**src/rtl/riscv_fetch_pkg.sv**
```systemverilog
// riscv_fetch_pkg: shared configuration for the fetch stage (XLEN, NOP encoding, reset PC, queue entry).
// Latency: n/a (types and constants only).
// Backpressure: n/a.
package riscv_fetch_pkg;

  localparam int              XLEN             = 32;
  localparam logic [31:0]     NOP_INSTR        = 32'h0000_0013;  // addi x0, x0, 0
  localparam logic [XLEN-1:0] RESET_PC_DEFAULT = '0;

  // One instruction-queue entry: word, its PC and the misaligned-target fault flag.
  typedef struct packed {
    logic            misalign;
    logic [31:0]     instr;
    logic [XLEN-1:0] pc;
  } ifq_entry_t;

  function automatic logic [XLEN-1:0] word_align(input logic [XLEN-1:0] addr);
    return {addr[XLEN-1:2], 2'b00};
  endfunction

endpackage

```
**src/rtl/riscv_fetch_if.sv**
```systemverilog
// riscv_fetch_if: bundles the imem request/grant/response port, the decode valid/ready port and the redirect port.
// Latency: n/a (wires only).
// Backpressure: imem via i_imem_gnt, decode via i_if_ready.
// Modports: master = fetch stage (drives o_*), slave = memory/decode/execute side (drives i_*).
interface riscv_fetch_if;
  import riscv_fetch_pkg::*;

  logic            o_imem_req;
  logic [XLEN-1:0] o_imem_addr;
  logic            i_imem_gnt;
  logic            i_imem_rvalid;
  logic [31:0]     i_imem_rdata;
  logic            o_if_valid;
  logic [31:0]     o_if_instr;
  logic [XLEN-1:0] o_if_pc;
  logic            i_if_ready;
  logic            i_redirect;
  logic [XLEN-1:0] i_redirect_pc;
  logic            o_if_misalign;

  modport master (
    output o_imem_req, o_imem_addr, o_if_valid, o_if_instr, o_if_pc, o_if_misalign,
    input  i_imem_gnt, i_imem_rvalid, i_imem_rdata, i_if_ready, i_redirect, i_redirect_pc
  );

  modport slave (
    input  o_imem_req, o_imem_addr, o_if_valid, o_if_instr, o_if_pc, o_if_misalign,
    output i_imem_gnt, i_imem_rvalid, i_imem_rdata, i_if_ready, i_redirect, i_redirect_pc
  );

endinterface

```
**src/rtl/riscv_fetch_fifo.sv**
```systemverilog
// riscv_fetch_fifo: synchronous FIFO with flush; head word read straight from the storage array.
// Latency: a push is visible at the head the cycle after it is written.
// Backpressure: push is dropped when full unless a pop happens the same cycle; flush wins over push and pop.
// Ports: clk, rst (sync, active-high), push/wdata, pop/rdata, flush, count, full, empty.
module riscv_fetch_fifo #(
  parameter int WIDTH = 8,
  parameter int DEPTH = 4
) (
  input  logic                     clk,
  input  logic                     rst,
  input  logic                     push,
  input  logic [WIDTH-1:0]         wdata,
  input  logic                     pop,
  output logic [WIDTH-1:0]         rdata,
  input  logic                     flush,
  output logic [$clog2(DEPTH):0]   count,
  output logic                     full,
  output logic                     empty
);
  localparam int AW = $clog2(DEPTH);

  logic [WIDTH-1:0] mem [DEPTH];
  logic [AW-1:0]    wr_ptr;
  logic [AW-1:0]    rd_ptr;
  logic             do_push;
  logic             do_pop;

  assign empty   = (count == '0);
  assign full    = (count == (AW+1)'(DEPTH));
  assign do_pop  = pop & ~empty;
  assign do_push = push & (~full | do_pop);
  assign rdata   = mem[rd_ptr];

  // Storage has no reset; validity is tracked by count.
  always_ff @(posedge clk) begin
    if (do_push && !flush) begin
      mem[wr_ptr] <= wdata;
    end
  end

  // DEPTH is a power of two, so the pointers wrap naturally.
  always_ff @(posedge clk) begin
    if (rst || flush) begin
      wr_ptr <= '0;
      rd_ptr <= '0;
      count  <= '0;
    end else begin
      if (do_push) wr_ptr <= wr_ptr + 1'b1;
      if (do_pop)  rd_ptr <= rd_ptr + 1'b1;
      count <= count + (AW+1)'(do_push) - (AW+1)'(do_pop);
    end
  end

endmodule

```
**src/rtl/riscv_fetch.sv**
```systemverilog
// riscv_fetch: RV32I fetch stage -- fetch PC, imem request/grant/response, in-order instruction queue to decode.
// Latency: grant to decode >= 2 cycles; redirect to first new instruction at decode >= 3 cycles.
// Backpressure: outstanding + queued words never exceed FIFO_DEPTH (credit); decode stalls with i_if_ready.
// Ports: i_clk, i_rst (sync, active-high), bus (riscv_fetch_if.master).
// Build option: RISCV_FETCH_MISALIGN_EN -- a misaligned redirect enqueues a fault entry and halts fetch.
module riscv_fetch
  import riscv_fetch_pkg::*;
#(
  parameter logic [XLEN-1:0] RESET_PC   = RESET_PC_DEFAULT,
  parameter int              FIFO_DEPTH = 4
) (
  input  logic          i_clk,
  input  logic          i_rst,
  riscv_fetch_if.master bus
);
  localparam int          CW           = $clog2(FIFO_DEPTH) + 1;
  localparam logic [CW:0] CREDIT_LIMIT = (CW+1)'(FIFO_DEPTH);

  logic [XLEN-1:0] pc_q;
  logic [CW-1:0]   outstanding_q;
  logic [CW-1:0]   drop_q;

  logic            halt;
  logic            fault_push;
  logic            fire;
  logic            resp_keep;

  logic [XLEN-1:0] tag_pc;
  logic [CW-1:0]   tagq_count;
  logic            tagq_full;
  logic            tagq_empty;

  ifq_entry_t      ifq_wdata;
  ifq_entry_t      ifq_head;
  logic [CW-1:0]   ifq_count;
  logic            ifq_full;
  logic            ifq_empty;
  logic            ifq_pop;

  // Credit uses registered counts only, so a pop frees its slot one cycle later.
  assign bus.o_imem_req  = ~i_rst & ~bus.i_redirect & ~halt &
                           (({1'b0, outstanding_q} + {1'b0, ifq_count}) < CREDIT_LIMIT);
  assign bus.o_imem_addr = pc_q;
  assign fire            = bus.o_imem_req & bus.i_imem_gnt;

  // A response is kept only if it belongs to the current stream and no flush is happening.
  assign resp_keep = bus.i_imem_rvalid & (drop_q == '0) & ~bus.i_redirect;
  assign ifq_pop   = ~ifq_empty & bus.i_if_ready;

  always_ff @(posedge i_clk) begin
    if (i_rst) begin
      pc_q          <= RESET_PC;
      outstanding_q <= '0;
      drop_q        <= '0;
    end else begin
      outstanding_q <= outstanding_q + CW'(fire) - CW'(bus.i_imem_rvalid);
      if (bus.i_redirect) begin
        pc_q   <= word_align(bus.i_redirect_pc);
        // Every word still in flight after this cycle is stale (no grant is possible here).
        drop_q <= outstanding_q - CW'(bus.i_imem_rvalid);
      end else begin
        if (fire) pc_q <= pc_q + XLEN'(4);
        if (bus.i_imem_rvalid && drop_q != '0) drop_q <= drop_q - 1'b1;
      end
    end
  end

`ifdef RISCV_FETCH_MISALIGN_EN
  logic            halt_q;
  logic            fault_pend_q;
  logic [XLEN-1:0] fault_pc_q;

  // The fault entry is pushed the cycle after the redirect, once the flush has emptied the queue.
  always_ff @(posedge i_clk) begin
    if (i_rst) begin
      halt_q       <= 1'b0;
      fault_pend_q <= 1'b0;
      fault_pc_q   <= '0;
    end else if (bus.i_redirect) begin
      halt_q       <= |bus.i_redirect_pc[1:0];
      fault_pend_q <= |bus.i_redirect_pc[1:0];
      fault_pc_q   <= bus.i_redirect_pc;
    end else begin
      fault_pend_q <= 1'b0;
    end
  end

  assign halt       = halt_q;
  assign fault_push = fault_pend_q;

  always_comb begin
    ifq_wdata = '{misalign: 1'b0, instr: bus.i_imem_rdata, pc: tag_pc};
    if (fault_push) ifq_wdata = '{misalign: 1'b1, instr: NOP_INSTR, pc: fault_pc_q};
  end

  assign bus.o_if_misalign = ~ifq_empty & ifq_head.misalign;

  logic unused_bits;
  assign unused_bits = &{1'b0, tagq_full, tagq_empty, tagq_count, ifq_full};
`else
  assign halt       = 1'b0;
  assign fault_push = 1'b0;

  always_comb begin
    ifq_wdata = '{misalign: 1'b0, instr: bus.i_imem_rdata, pc: tag_pc};
  end

  assign bus.o_if_misalign = 1'b0;

  logic unused_bits;
  assign unused_bits = &{1'b0, tagq_full, tagq_empty, tagq_count, ifq_full,
                         ifq_head.misalign, bus.i_redirect_pc[1:0]};
`endif

  // PCs of granted, unreturned requests; never flushed so stale tags retire in order.
  riscv_fetch_fifo #(.WIDTH(XLEN), .DEPTH(FIFO_DEPTH)) u_tag_q (
    .clk   (i_clk),
    .rst   (i_rst),
    .push  (fire),
    .wdata (pc_q),
    .pop   (bus.i_imem_rvalid),
    .rdata (tag_pc),
    .flush (1'b0),
    .count (tagq_count),
    .full  (tagq_full),
    .empty (tagq_empty)
  );

  riscv_fetch_fifo #(.WIDTH($bits(ifq_entry_t)), .DEPTH(FIFO_DEPTH)) u_instr_q (
    .clk   (i_clk),
    .rst   (i_rst),
    .push  (resp_keep | fault_push),
    .wdata (ifq_wdata),
    .pop   (ifq_pop),
    .rdata (ifq_head),
    .flush (bus.i_redirect),
    .count (ifq_count),
    .full  (ifq_full),
    .empty (ifq_empty)
  );

  // Decode outputs come from registered queue state only.
  assign bus.o_if_valid = ~ifq_empty;
  assign bus.o_if_instr = ifq_empty ? NOP_INSTR : ifq_head.instr;
  assign bus.o_if_pc    = ifq_empty ? '0 : ifq_head.pc;

endmodule

```
**src/flat_wrapper.sv**
```systemverilog
// flat-port wrapper written by rule: the top's interface ports become plain ports
module riscv_fetch_flat import riscv_fetch_pkg::*;
#(
  parameter logic [XLEN-1:0] RESET_PC   = RESET_PC_DEFAULT,
  parameter int              FIFO_DEPTH = 4
)
  (i_clk, i_rst, bus_o_imem_req, bus_o_imem_addr, bus_o_if_valid, bus_o_if_instr, bus_o_if_pc, bus_o_if_misalign, bus_i_imem_gnt, bus_i_imem_rvalid, bus_i_imem_rdata, bus_i_if_ready, bus_i_redirect, bus_i_redirect_pc);
  riscv_fetch_if bus_i ();
  input  logic i_clk;
  input  logic i_rst;
  output wire logic [$bits(bus_i.o_imem_req)-1:0] bus_o_imem_req;
  output wire logic [$bits(bus_i.o_imem_addr)-1:0] bus_o_imem_addr;
  output wire logic [$bits(bus_i.o_if_valid)-1:0] bus_o_if_valid;
  output wire logic [$bits(bus_i.o_if_instr)-1:0] bus_o_if_instr;
  output wire logic [$bits(bus_i.o_if_pc)-1:0] bus_o_if_pc;
  output wire logic [$bits(bus_i.o_if_misalign)-1:0] bus_o_if_misalign;
  input wire logic [$bits(bus_i.i_imem_gnt)-1:0] bus_i_imem_gnt;
  input wire logic [$bits(bus_i.i_imem_rvalid)-1:0] bus_i_imem_rvalid;
  input wire logic [$bits(bus_i.i_imem_rdata)-1:0] bus_i_imem_rdata;
  input wire logic [$bits(bus_i.i_if_ready)-1:0] bus_i_if_ready;
  input wire logic [$bits(bus_i.i_redirect)-1:0] bus_i_redirect;
  input wire logic [$bits(bus_i.i_redirect_pc)-1:0] bus_i_redirect_pc;
  assign bus_o_imem_req = bus_i.o_imem_req;
  assign bus_o_imem_addr = bus_i.o_imem_addr;
  assign bus_o_if_valid = bus_i.o_if_valid;
  assign bus_o_if_instr = bus_i.o_if_instr;
  assign bus_o_if_pc = bus_i.o_if_pc;
  assign bus_o_if_misalign = bus_i.o_if_misalign;
  assign bus_i.i_imem_gnt = bus_i_imem_gnt;
  assign bus_i.i_imem_rvalid = bus_i_imem_rvalid;
  assign bus_i.i_imem_rdata = bus_i_imem_rdata;
  assign bus_i.i_if_ready = bus_i_if_ready;
  assign bus_i.i_redirect = bus_i_redirect;
  assign bus_i.i_redirect_pc = bus_i_redirect_pc;
  riscv_fetch #(.RESET_PC(RESET_PC), .FIFO_DEPTH(FIFO_DEPTH)) u_core (.i_clk(i_clk), .i_rst(i_rst), .bus(bus_i));
endmodule
```
**config.mk**
```make
export PLATFORM = sky130hd
export DESIGN_NAME = riscv_fetch_flat
export DESIGN_NICKNAME = d
export VERILOG_FILES = /design/src/rtl/riscv_fetch_pkg.sv /design/src/rtl/riscv_fetch_if.sv /design/src/rtl/riscv_fetch_fifo.sv /design/src/rtl/riscv_fetch.sv /design/src/flat_wrapper.sv
export SDC_FILE = /design/constraint.sdc
export NUM_CORES = 1
export LEC_CHECK = 0
export BUFFER_PORTS_ARGS = -buffer_cell sky130_fd_sc_hd__buf_2
export CAP_MARGIN = 20
export CORE_MARGIN = 4
export CORE_UTILIZATION = 47
export CTS_BUF_LIST = sky130_fd_sc_hd__clkbuf_8
export DETAILED_ROUTE_END_ITERATION = 6
export PLACE_DENSITY = 0.68
export SLEW_MARGIN = 25
export SYNTH_ARGS = -nofsm -noshare
export SYNTH_HDL_FRONTEND = slang
export SYNTH_SLANG_ARGS = --single-unit
```
**constraint.sdc**
```tcl
create_clock -name i_clk -period 3.2 [get_ports i_clk]
set_input_delay 0.16 -clock i_clk [delete_from_list [all_inputs] [get_ports i_clk]]
set_output_delay 0.16 -clock i_clk [all_outputs]
set_load 0.03 [all_outputs]
```
# After elaboration in Yosys (flattened, before gate mapping)
# Memories as Yosys holds them, arrays and structs flattened. A register that Yosys moved wholly into a read port is not among the register bits.
# Index checks and enable logic that the tools add are counted.
[classes]
n_addsub = 14
mul = 0
div_mod_pow = 0
magnitude_cmp = 1
eq_ne = 2
shift = 0
muxes = 14
bitwise = 18
reduce_logical = 11
[ops]
columns = ["cell", "count"]
rows = [
  ["32-bit two-way mux", 4],
  ["32-bit by 3-bit adder with 32-bit output, second input constant", 1],
  ["3-bit by 1-bit subtractor with 3-bit output", 4],
  ["1-bit AND", 10],
  ["3-bit by 1-bit adder with 3-bit output", 3],
  ["3-bit logical NOT", 3],
  ["2-bit by 1-bit adder with 2-bit output, second input constant", 4],
  ["2-bit two-way mux", 4],
  ["3-bit == test, second input constant", 2],
  ["3-bit two-way mux", 2],
  ["1-bit inverter", 6],
  ["3-bit by 3-bit adder with 4-bit output", 1],
  ["4-bit by 3-bit < comparator with 1-bit output, second input constant", 1],
  ["1-bit two-way mux", 4],
  ["2-bit nonzero test", 2],
  ["3-bit nonzero test", 1],
  ["3-bit by 1-bit subtractor with 3-bit output, second input constant", 1],
  ["1-bit logical AND", 2],
  ["1-bit OR", 2],
  ["2-bit OR reduction", 1],
  ["1-bit logical NOT", 1],
  ["1-bit logical OR", 1],
]
[word_totals]
register_bits = 52
latchBits = 0
ramBits = 384
mem_bits_ro = 0
inputBits = 70
out_inout_bits = 99
memories = 2
[memory_table]
columns = ["memory", "words", "word_bits", "rd", "rd_ports_with_merged_regs", "wr", "line", "text"]
rows = [
  ["u_core.u_instr_q.mem", 4, 64, 1, 1, 1, "riscv_fetch_fifo.sv:22", "logic [WIDTH-1:0] mem [DEPTH];"],
  ["u_core.u_tag_q.mem", 4, 32, 1, 1, 1, "riscv_fetch_fifo.sv:22", ""],
]

# Logic depth before layout (Yosys ltp)
[logic_depth]
word_depth = 9
depth_mapped = 11

# Modules after synthesis
# From an unflattened synthesis, not the netlist that was laid out.
[unflattened]
hier_cells = 962
area_unflattened_um2 = 17609.4
[by_module_without_submodules]
columns = ["module", "n_inst", "cells_each", "area_each_um2"]
rows = [
  ["riscv_fetch_fifo at u_core.u_instr_q", 1, 388, 9857.0],
  ["riscv_fetch_fifo at u_core.u_tag_q", 1, 216, 5086.1],
  ["riscv_fetch", 1, 358, 2666.3],
]

# Worst setup path after synthesis
# No wires, ideal clock.
[synth_timing]
path_kind = "flip-flop to flip-flop"
start = "register u_core.drop_q[0]"
end = "memory u_core.u_instr_q.mem[1][10] in the netlist's numbering, enable pin"
setup_ns = 0.426
arrival_ns = 2.627
required_ns = 2.774
path_slack_ns = 0.147
stages_incl_launch_ff = 6
path_buffers = 0
synth_period_minus_slack_ns = 3.053
path_cell_list = "dfxtp_1 -> inv_1 -> ha_1 -> nand2b_1 -> nor4b_2 -> and2_1"
[synth_between]
elab_chain_cells = 7
[synth_rtl]
columns = ["item", "line", "text"]
rows = [
  ["from (decl)", "riscv_fetch.sv:21", "logic [CW-1:0] drop_q;"],
  ["from (signal assigned)", "riscv_fetch.sv:60", "drop_q <= outstanding_q - CW'(bus.i_imem_rvalid);"],
  ["from (signal assigned)", "riscv_fetch.sv:63", "if (bus.i_imem_rvalid && drop_q != '0) drop_q <= drop_q - 1'b1;"],
  ["3-bit logical NOT", "riscv_fetch.sv:47", "assign resp_keep = bus.i_imem_rvalid & (drop_q == '0) & ~bus.i_redirect;"],
  ["1-bit AND (2 in series)", "riscv_fetch.sv:47", ""],
  ["1-bit AND", "riscv_fetch_fifo.sv:31", "assign do_push = push & (~full | do_pop);"],
  ["1-bit logical AND", "riscv_fetch_fifo.sv:36", "if (do_push && !flush) begin"],
  ["1-bit two-way mux", "riscv_fetch_fifo.sv:36", ""],
  ["1-bit two-way mux (not written as such)", "riscv_fetch_fifo.sv:37", "mem[wr_ptr] <= wdata;"],
  ["to (decl)", "riscv_fetch_fifo.sv:22", ""],
]
# No other way between the ends.

==> out/metrics.yaml <==
status: "finished clean"
antenna_found_initial: 0
drt_wl_total_mm: 35.2
gp_congestion: 0.807
multiInputGateArea_mm2: 0.00434
grt_max_degree: 63
cts_made_buffers: 69
synth-simple-area-share: 0.0722
core_mm2: 0.0348
die_h_um: 197
grt_pass1_wl_mm: 55.6
final_nets: 1288
fin_area_mm2: 0.0202
ios: 169
async_flop_share: 0
syn_area_per_cell_um2: 18.3
wl_met1_mm: 15.1
synthCells: 913
cts.clk_slew.worst_paths_ns: 0.06
arrival_ns: 2.51
grt_overflow: 0
synth_compound_area_frac: 0.0295
port_buffers: 161
seqCellArea_mm2: 0.0121
die_w_um: 197
max_cap_viol_count: 0
final.setup.tns_ns: 0
dpl-instance-area_mm2: 0.0182
yosys.cell_types.count: 57
ys_ff_latch: 422
wire_per_inst_um: 20.6
setup_viol: 0
vias_per_cell: 5.40
leakage_nw: 7.11
required_ns: 3.04
synth_edf_count: 368
clock_latency_ns: 0.58
ant_nets: 0
fmax_mhz: 375
p_per_area_mw_per_mm2: 627
worst_clock_skew_ns: 0.0346
ir_drop_mv: 0.344
hold_class: "input port to register"
start_util: 0.481
cts_tree: "built"
h-tree-depth: 3
period_share: 0.833
crit_type: "register to output pin"
critPathCaptureType: "output pin"
wl_met3_mm: 2.15
ys_warn_count: 0
firstDrtPassIters: 5
first_iter_violations: 696
cts_root_buf: "clkbuf_8"
layout-drive-gt1-share: 0.319
vias: 9197
routed.top_layer: "met4"
relSlewSlack: 0.473
die_area_mm2: 0.0387
synthesis.area_mm2: 0.0167
period_minus_slack_ns: 2.67
fillers: 2616
cts_buffer_depth: 3
layout_commonest_cell: "edfxtp_1"
crit_fanout: 18
synth_fa_ha_area_frac: 0.0193
synth_top_family_by_area: "multiplexers"
rsz0062_at_grt: "no"
drcViolationCount: 0
met2WireLength_mm: 17.3
dp_hpwl_mm: 21.0
synthXorXnorAreaFrac: 0.0105
n_antenna_cell: 0
worst_slew_pin_slew_ns: 0.787
synth-main-ff-cell: "edfxtp_1"
cts_sinks: 422
synthMuxAreaShare: 0.126
grt_pass1_vias: 9776
area_growth_pct: 20.8
row_count: 68
grt_util_all_layers: 0.184
seq_area_frac_synth: 0.725
final_max_slew_viol_count: 0
final-hold-violation-count: 0
start_kind: "register"
final_cell_mix: "368 x edfxtp_1, 161 x buf_2, 92 x mux4_2"
## cell type report
cell class / instances / share of cell area
clock buffer: 71 / 0.0483
tap: 455 / 0.0282
timing repair buffer: 252 / 0.0864
clock inverter: 55 / 0.0182
sequential: 422 / 0.600
multi-input combinational: 427 / 0.214
inverter: 22 / 0.00408
## cells in the mapped netlist (9+ instances only)
master / instances / area share
edfxtp_1: 368 / 0.66
dfxtp_1: 54 / 0.065
nor2_1: 35 / 0.0079
nand3_1: 11 / 0.0033
a31oi_1: 9 / 0.0034
a21oi_1: 24 / 0.0072
nand2_1: 28 / 0.0063
and2_1: 73 / 0.027
mux4_2: 92 / 0.12
xnor2_1: 13 / 0.0068
clkbuf_1: 27 / 0.0061
nand4_1: 14 / 0.0052
inv_1: 21 / 0.0047
ha_1: 21 / 0.016
## per-layer routing
metal / GRT usage / up-vias
met5: 0 / -
met4: 0.0532 / 0
met3: 0.0342 / 62
met2: 0.304 / 344
met1: 0.255 / 4603
li1: - / 4188
## metrics by stage
step,hold WS (ns),total power [W],std cells,setup WS [ns],utilization
after floorplan,0.259,0.00773,917,0.147,-
after global placement,0.374,0.00821,1515,0.618,0.524
after detailed placement,0.381,0.00826,1515,0.600,0.524
after CTS,0.0126,0.0129,1704,0.419,0.581
after global routing,0.0484,0.0133,1704,0.365,0.581
final,0.0419,0.0127,1704,0.534,0.581
## worst max-delay path, stage by stage, from the launching register on
cell,delay [ns]
dfxtp_4,0.62
buf_4,0.31
mux4_2,0.51
or2_2,0.30
buf_2,0.18
## cells by family after synthesis
family,Yosys count
adder cells (fa/ha/maj),24
AND/OR/NAND/NOR,207
XOR/XNOR,20
multiplexers,96
flip-flops,422
AO/OA/AOI/OAI,75
other,1
buffers and inverters,68
## repair_timing
item,in CTS,in global routing
hold buffers,63,0
setup buffers,0,0
gates resized for setup,0,0
hold endpoints to repair,160,0
## flip-flops by register name, indices dropped and copies added, names as in the netlist, named ones only
| register | count |
|---|---|
| u_core.u_instr_q.mem | 248 |
| u_core.u_instr_q.wr_ptr | 2 |
| u_core.u_instr_q.rd_ptr | 2 |
| u_core.drop_q | 3 |
| u_core.u_tag_q.wr_ptr | 2 |
| u_core.outstanding_q | 3 |
| u_core.u_instr_q.count | 3 |
| u_core.u_tag_q.rd_ptr | 2 |
| u_core.bus.o_imem_addr | 30 |
| u_core.u_tag_q.count | 3 |
| u_core.u_tag_q.mem | 120 |
## path summary, 6_finish.rpt
path | start | endpoint | slack, ns | cells past startpoint
min | bus_i_imem_rvalid | u_core.drop_q[0] | 0.04 | 3
max reg2reg | u_core.u_instr_q.count[2] | u_core.outstanding_q[1] | 0.56 | 8
max | register | bus_o_if_instr[0] | 0.53 | 4
min reg2reg | u_core.u_tag_q.rd_ptr[1] | u_core.u_tag_q.rd_ptr[1] | 0.53 | 2
## power by group
part / switching, W / internal (W) / total, W
Sequential: 0.000193 / 0.00634 / 0.00654
Combinational: 0.000912 / 0.000732 / 0.00164
Clock: 0.00208 / 0.00242 / 0.00450
Total: 0.00318 / 0.00949 / 0.0127
(Power assumes the default switching activity.)
